===== src/rtl/magic_button_ctrl_pkg.sv =====
// Shared types and helpers for the magic-button front end.
package magic_button_ctrl_pkg;

    localparam logic [1:0] ST_IDLE     = 2'd0;
    localparam logic [1:0] ST_PRESSED  = 2'd1;
    localparam logic [1:0] ST_WAIT_REL = 2'd2;

    typedef enum logic [1:0] {
        BTN_IDLE     = ST_IDLE,
        BTN_PRESSED  = ST_PRESSED,
        BTN_WAIT_REL = ST_WAIT_REL
    } btnstate_t;

    // Bits needed for a counter that must hold the value n.
    function automatic int unsigned cnt_width(input int unsigned n);
        return (n < 2) ? 1 : $clog2(n + 1);
    endfunction

endpackage


===== src/rtl/magic_button_ctrl_debounce.sv =====
// 2-FF synchroniser plus debounce for an active-low front-panel key.
module debounce
    import magic_button_ctrl_pkg::*;
#(
    parameter int unsigned CYCLES = 560_000
) (
    input  logic clk28,
    input  logic rst_n,
    input  logic btn_n_raw_i,
    output logic btn_stable_o
);

    localparam int unsigned CW = cnt_width(CYCLES);

    logic          sync1_q;
    logic          sync2_q;
    logic          stable_q, stable_d;
    logic [CW-1:0] cnt_q, cnt_d;

    // Any agreeing cycle restarts the count, so a glitch never accumulates.
    always_comb begin
        stable_d = stable_q;
        cnt_d    = '0;
        if (sync2_q != stable_q) begin
            if (cnt_q == CW'(CYCLES - 1)) begin
                stable_d = sync2_q;
            end else begin
                cnt_d = cnt_q + CW'(1);
            end
        end
    end

    always_ff @(posedge clk28 or negedge rst_n) begin
        if (!rst_n) begin
            sync1_q  <= 1'b1;
            sync2_q  <= 1'b1;
            stable_q <= 1'b1;
            cnt_q    <= '0;
        end else begin
            sync1_q  <= btn_n_raw_i;
            sync2_q  <= sync1_q;
            stable_q <= stable_d;
            cnt_q    <= cnt_d;
        end
    end

    assign btn_stable_o = stable_q;

endmodule


===== src/rtl/magic_button_ctrl.sv =====
// Magic button front end: short press / hotkey -> menu request,
// long press / reboot write -> timed system reset.
module magic_button_ctrl
    import magic_button_ctrl_pkg::*;
#(
    parameter int unsigned DEBOUNCE_CYCLES   = 560_000,
    parameter int unsigned LONG_CYCLES       = 56_000_000,
    parameter int unsigned RESET_HOLD_CYCLES = 2_800
) (
    input  logic clk28,
    input  logic rst_n,
    input  logic btn_n_raw,
    input  logic ps2_magic_key,
    input  logic magic_mode,
    input  logic magic_reboot,
    output logic magic_button,
    output logic sys_rst_n
);

    localparam int unsigned HW = cnt_width(LONG_CYCLES);
    localparam int unsigned RW = cnt_width(RESET_HOLD_CYCLES);

    logic          btn_stable;
    logic          pressed;
    btnstate_t     state_q, state_d;
    logic [HW-1:0] hold_q, hold_d;
    logic          short_evt;
    logic          long_evt;

    logic          por_q;
    logic          reboot_q;
    logic          trig;
    logic [RW-1:0] rst_cnt_q, rst_cnt_d;
    logic          sys_rst_n_q, sys_rst_n_d;
    logic          magic_button_q, magic_button_d;

    debounce #(
        .CYCLES(DEBOUNCE_CYCLES)
    ) u_debounce (
        .clk28       (clk28),
        .rst_n       (rst_n),
        .btn_n_raw_i (btn_n_raw),
        .btn_stable_o(btn_stable)
    );

    assign pressed = ~btn_stable;

    always_comb begin
        state_d   = state_q;
        hold_d    = hold_q;
        short_evt = 1'b0;
        long_evt  = 1'b0;
        unique case (state_q)
            BTN_IDLE: begin
                if (pressed) begin
                    state_d = BTN_PRESSED;
                    hold_d  = '0;
                end
            end
            BTN_PRESSED: begin
                if (pressed) begin
                    if (hold_q == HW'(LONG_CYCLES - 1)) begin
                        long_evt = 1'b1;
                        state_d  = BTN_WAIT_REL;
                    end else if (hold_q != '1) begin
                        hold_d = hold_q + HW'(1);
                    end
                end else begin
                    short_evt = (hold_q < HW'(LONG_CYCLES - 1));
                    state_d   = BTN_IDLE;
                end
            end
            BTN_WAIT_REL: begin
                if (!pressed) begin
                    state_d = BTN_IDLE;
                end
            end
            default: state_d = BTN_IDLE;
        endcase
    end

    // por_q fires one trigger on the first clock after rst_n releases.
    assign trig = por_q | long_evt | (magic_reboot & ~reboot_q);

    always_comb begin
        rst_cnt_d = '0;
        if (trig) begin
            rst_cnt_d = RW'(RESET_HOLD_CYCLES);
        end else if (rst_cnt_q != '0) begin
            rst_cnt_d = rst_cnt_q - RW'(1);
        end
        sys_rst_n_d    = (rst_cnt_d == '0);
        magic_button_d = (magic_button_q | short_evt | ps2_magic_key)
                         & ~magic_mode & sys_rst_n_q;
    end

    always_ff @(posedge clk28 or negedge rst_n) begin
        if (!rst_n) begin
            state_q        <= BTN_IDLE;
            hold_q         <= '0;
            por_q          <= 1'b1;
            reboot_q       <= 1'b0;
            rst_cnt_q      <= '0;
            sys_rst_n_q    <= 1'b0;
            magic_button_q <= 1'b0;
        end else begin
            state_q        <= state_d;
            hold_q         <= hold_d;
            por_q          <= 1'b0;
            reboot_q       <= magic_reboot;
            rst_cnt_q      <= rst_cnt_d;
            sys_rst_n_q    <= sys_rst_n_d;
            magic_button_q <= magic_button_d;
        end
    end

    assign magic_button = magic_button_q;
    assign sys_rst_n    = sys_rst_n_q;

endmodule


===== config.mk =====
export PLATFORM = sky130hd
export DESIGN_NAME = magic_button_ctrl
export DESIGN_NICKNAME = d
export VERILOG_FILES = /design/src/rtl/magic_button_ctrl_pkg.sv /design/src/rtl/magic_button_ctrl_debounce.sv /design/src/rtl/magic_button_ctrl.sv
export SDC_FILE = /design/constraint.sdc
export NUM_CORES = 1
export LEC_CHECK = 0
export ABC_AREA = 1
export BUFFER_PORTS_ARGS = -buffer_cell sky130_fd_sc_hd__buf_2
export CAP_MARGIN = 0
export CORE_MARGIN = 2
export CORE_UTILIZATION = 65
export DETAILED_ROUTE_END_ITERATION = 6
export MAX_ROUTING_LAYER = met4
export PLACE_DENSITY = 0.82
export REMOVE_ABC_BUFFERS = 1
export SYNTH_ARGS = -nofsm -noshare
export SYNTH_HDL_FRONTEND = slang
export SYNTH_HIERARCHICAL = 1
export SYNTH_SLANG_ARGS = --single-unit

===== constraint.sdc =====
create_clock -name clk28 -period 3.3 [get_ports clk28]
set_clock_uncertainty 0.15 [all_clocks]
set_input_delay 0.66 -clock clk28 [delete_from_list [all_inputs] [get_ports clk28]]
set_output_delay 0.66 -clock clk28 [all_outputs]
set_load 0.01 [all_outputs]

Yosys cells after proc, flatten, opt, wreduce, memory -nomap -nowiden:

Index checks and enable logic that the tools add are counted.

* $add $sub $neg: 3
* eq/ne operators: 12
* reductions and logical operators: 7
* $lt $le $gt $ge: 1
* muxes and demuxes: 19
* bitwise logic cells: 9

Operator list (number)
* 2-to-1 mux 26 bit: 4
* case mux 26 bit (2 select lines): 1
* 2-to-1 mux 20 bit: 2
* adder 26 x 1 -> 26 bit, second input constant: 1
* equality test 26 bit, second input constant: 1
* < comparator 26 bit, second input constant: 1
* != test 26 bit, second input constant: 1
* 2-to-1 mux 12 bit: 2
* adder 20 x 1 -> 20 bit, second input constant: 1
* equality test 20 bit, second input constant: 1
* logical NOT 12 bit: 1
* nonzero test 12 bit: 1
* subtractor 12 x 1 -> 12 bit, second input constant: 1
* 2-to-1 mux 2 bit: 4
* != test 2 bit, second input constant: 4
* case mux 2 bit (3 select lines): 1
* 2-to-1 mux 1 bit: 5
* AND reduction 5 bit: 1
* OR 1 bit: 4
* AND 1 bit: 3
* != test 3 x 2 -> 1 bit, second input constant: 1
* AND reduction 3 bit: 1
* equality test 2 x 1 -> 1 bit, second input constant: 1
* equality test 2 bit, second input constant: 1
* 6 further kinds: 7

* output and inout bits: 2
* logic and storage cells: 62
* register bits after elaboration: 67

Longest topological paths before layout:

* word-level depth: 8
* depth in mapped cells: 12
* depth with buffers taken out: 12

Cells and area by module:

Netlist, hierarchy kept.

By module, submodules not included
* magic_button_ctrl: cells an instance 426, area each 2962.8 µm², times used 1
* debounce: cells an instance 159, area each 1272.5 µm², times used 1

Least setup slack after synthesis:

Ideal clock, no wire load.

* path type: register to register
* start: reg hold_q[0]
* end: reg hold_q[24]
* arrival time: 1572 ps
* path slack: 1460 ps
* buffers on the path: 1
* cell stages (with the launch flop): 10
* library setup time: 118 ps
* data required time: 3032 ps
* cell sequence: dfrtp_1 -> ha_1 -> nand3_2 -> clkinv_2 -> nand2_4 -> nor3_2 -> nand3_2 -> nand2_8 -> buf_6 -> o21ai_2

* longest elaborated chain between the ends: 5
* elaborated cells on any way between the ends: 10
* classes of those cells: 1 x add/sub; 4 x eq/ne; 4 x mux; 1 x reduce/logical

Ends and longest elaborated chain
* start: declaration: RTL line magic_button_ctrl.sv:26 `logic [HW-1:0] hold_q, hold_d;`
* start signal: assignment: RTL line magic_button_ctrl.sv:108 `hold_q <= hold_d;`
* adder 26 x 1 -> 26 bit: RTL line magic_button_ctrl.sv:66 `hold_d = hold_q + HW'(1);`
* 2-to-1 mux 26 bit: RTL line magic_button_ctrl.sv:65 `end else if (hold_q != '1) begin`
* 2-to-1 mux 26 bit: RTL line magic_button_ctrl.sv:62 `if (hold_q == HW'(LONG_CYCLES - 1)) begin`
* 2-to-1 mux 26 bit: RTL line magic_button_ctrl.sv:61 `if (pressed) begin`
* case mux 26 bit (2 select lines): RTL line magic_button_ctrl.sv:53 `unique case (state_q)`

Several ways; a longest one is shown, not always the timed one. The select of a mux whose other input is x is not followed.
A chain may end at the register's enable or synchronous reset.

Final worst setup path:

* start: reg hold_q[0]
* end: reg hold_q[4]

The elaborated chain is that of the path after synthesis.

==> out/metrics.yaml <==
final_layout:
  drive_above_1_share_pct: 15.0
  final_cell_mix: "164 x nand2_1, 101 x nor2_1, 63 x dfrtp_1, 60 x inv_1, 53 x nand3_1"
  synthToLayoutAreaGrowth_pct: 6.26
  final_common_cell: "nand2_1"
  fin_nets: 605
  n_antenna_cell: 0
yosys:
  synthSimpleGateAreaFrac_pct: 40.0
  synth_seq_cells: 67
  postSynthCellCount: 585
  async_flop_share_pct: 100
  seq_area_frac_synth_pct: 39.7
  muxShareOfSynthArea_pct: 0
  yosys.cell_types.count: 38
  synth_flop_cell: "dfrtp_1"
  synth_area_per_cell_um2: 7.24
  synth-compound-area-share_pct: 5.82
  synth_top_family_by_area: "simple AND/OR/NAND/NOR gates"
  yosys.area_share.adder_pct: 1.18
  yosys_warnings: 6
  synth_edf_count: 0
  syn_area_um2: 4240
  synth_xor_area_share_pct: 5.35
power_and_ir_drop:
  powerDensity_nw_per_um2: 362
  p_leak_uw: 0.00213
  peakVddDrop_mv: 0.284
die:
  die_area_um2: 7180
  die_w_um: 84.7
  core_area_um2: 6310
  initial_core_util_pct: 67.1
  fp-row-count: 29
  dieHeight_um: 84.7
  top_level_ports: 8
global_route:
  grt_pass1_vias: 3661
  grt_pass1_wl_um: 16000
  antenna_found_initial: 0
  grtUsageTotal_pct: 28.8
  grt_max_degree: 45
  grt-ovfl-total: 0
critical_path:
  cp.arrival_ns: 2.38
  critical_path_required_ns: 3.38
  critPathKind: "reg -> reg"
  end_kind: "flip-flop"
  critPathMaxFanout: 44
  startpoint_type: "flip-flop"
clocking:
  cts_setup_buffers: 0
  cts_max_level: 3
  ctsHoldBuffers: 0
  ctsResizeCount: 0
  cts_root_buffer: "clkbuf_8"
  cts_tree: "yes"
  clkLatencyLatePin_ns: 0.34
  clk_pin_slew_ns: 0.07
  cts_sinks: 67
  cts_buffer_depth: 2
  numCtsBuffers: 9
timing:
  slew_headroom_pct: 53.0
  min_period_ns: 2.30
  tns_ns: 0
  setup_violations: 0
  fmax_mhz: 434
  hold_ws_ns: 0.205
  drv_slew: 0
  finalHoldViolCount: 0
  rsz0062_at_grt: "false"
  period_share_pct: 69.8
  tightestPinTransition_ns: 0.706
detailed_routing:
  drt_pass1_iterations: 5
  ant_nets: 0
  drtIter0Drc: 224
  drc: 0
  routed_via_density: 5.33
  drt-total-wl_um: 8960
  vias: 3611
  wl_per_cell_um: 13.2
hold_path:
  min_path_type: "in -> async"
placed_design:
  gp_congestion: 0.912
  io_buffers: 7
  place_hpwl_um: 6750
job:
  maxCapViolCount: 0
run_status:
  outcome: "completed"
[worst paths after layout]
kind | from | slack, ns | endpoint | cells past startpoint
hold reg to reg | u_debounce/sync1_q | 0.21 | u_debounce/sync2_q | 0
min in group clk28 | u_debounce/sync1_q | 0.21 | u_debounce/sync2_q | 0
max in group asynchronous | rst_n | 2.09 | por_q | 2
hold / removal | rst_n | 0.21 | u_debounce/cnt_q[10] | 1
setup reg to reg | hold_q[0] | 1.0 | hold_q[4] | 12
setup / recovery | hold_q[0] | 1.0 | hold_q[4] | 12
[critical path, cell delays in order (launching register included)]
cell and delay [ns]:
dfrtp_1 0.44, ha_1 0.30, nand3_2 0.16, clkinv_2 0.12, nand2_4 0.07, nor2_2 0.12, nand2_1 0.06, nand2_1 0.07
nand2_2 0.09, nand2_8 0.29, inv_2 0.15, nand2_1 0.09, nand2_1 0.05
[Yosys cell counts (2+ instances only)]
cell type | instances | area, um^2
nand4_1 | 10 | 62.6
inv_2 | 4 | 15.0
o21ai_1 | 2 | 10.0
o21ai_2 | 16 | 140
nand3_1 | 53 | 265
buf_2 | 2 | 10.0
dfrtp_1 | 63 | 1580
xor2_1 | 17 | 149
nor2_1 | 101 | 379
buf_8 | 2 | 30.0
nor2_2 | 11 | 68.8
ha_1 | 4 | 50.1
nand2_1 | 164 | 616
inv_1 | 60 | 225
nand2_2 | 16 | 100
nand2_4 | 3 | 33.8
dfstp_2 | 4 | 105
xnor2_1 | 7 | 61.3
or2_2 | 4 | 25.0
a21oi_1 | 7 | 35.0
nor3_1 | 5 | 25.0
o21ai_0 | 6 | 30.0
nand3_2 | 3 | 30.0
nor2_4 | 4 | 45.0
o21bai_1 | 3 | 22.5
clkbuf_1 | 2 | 7.51
[power by group]
part / switching (uW) / internal (uW) / total, uW
clock network: 301 / 390 / 691
logic: 62.5 / 29.4 / 91.8
registers: 11.6 / 836 / 848
total: 375 / 1260 / 1630
[cell families (layout without fill, tap and decap cells)]
kind of cell / after synthesis / count (layout)
compound gates: 35 / 35
xor+xnor: 25 / 25
flops: 67 / 67
fa+ha+maj: 4 / 4
buf+inv: 75 / 90
simple gates: 378 / 378
other cells: 1 / 1
[sequential cells by signal (all words and copies together), names as in the netlist, 2 cells and up]
register          flops
u_debounce/cnt_q     20
rst_cnt_q            12
hold_q               26
state_q               2
[final cells by class]
type / instances / area (um^2)
clock inverter: 2 / 35.0
multi-input combinational: 443 / 2220
clock buffer: 14 / 163
sequential: 67 / 1680
fill: 536 / 1810
inverter: 66 / 249
timing repair buffer: 8 / 55.1
tap: 77 / 96.3
[layer usage]
metal  vias to the layer above  global-route usage, %  share of wire, %
li1                       1840                      -                 -
met1                      1678                   33.9                44
met2                        70                   47.8                51
met3                        23                   5.41               2.8
met4                         0                   13.1               2.5
met5                         -                      -                 0
[metrics by stage]
stage	total power [uW]	utilization (%)	area (um^2)	worst slack, ns	std cells
2_1_floorplan	916	-	4150	1.31	576
3_3_place_gp	951	68.2	4300	1.16	661
3_5_place_dp	955	68.2	4300	1.04	661
4_1_cts	1640	71.3	4500	1.02	677
5_1_grt	1700	71.3	4500	0.791	677
6_report	1630	71.3	4500	0.996	677
Note: power is estimated with default switching activity, not from simulation.
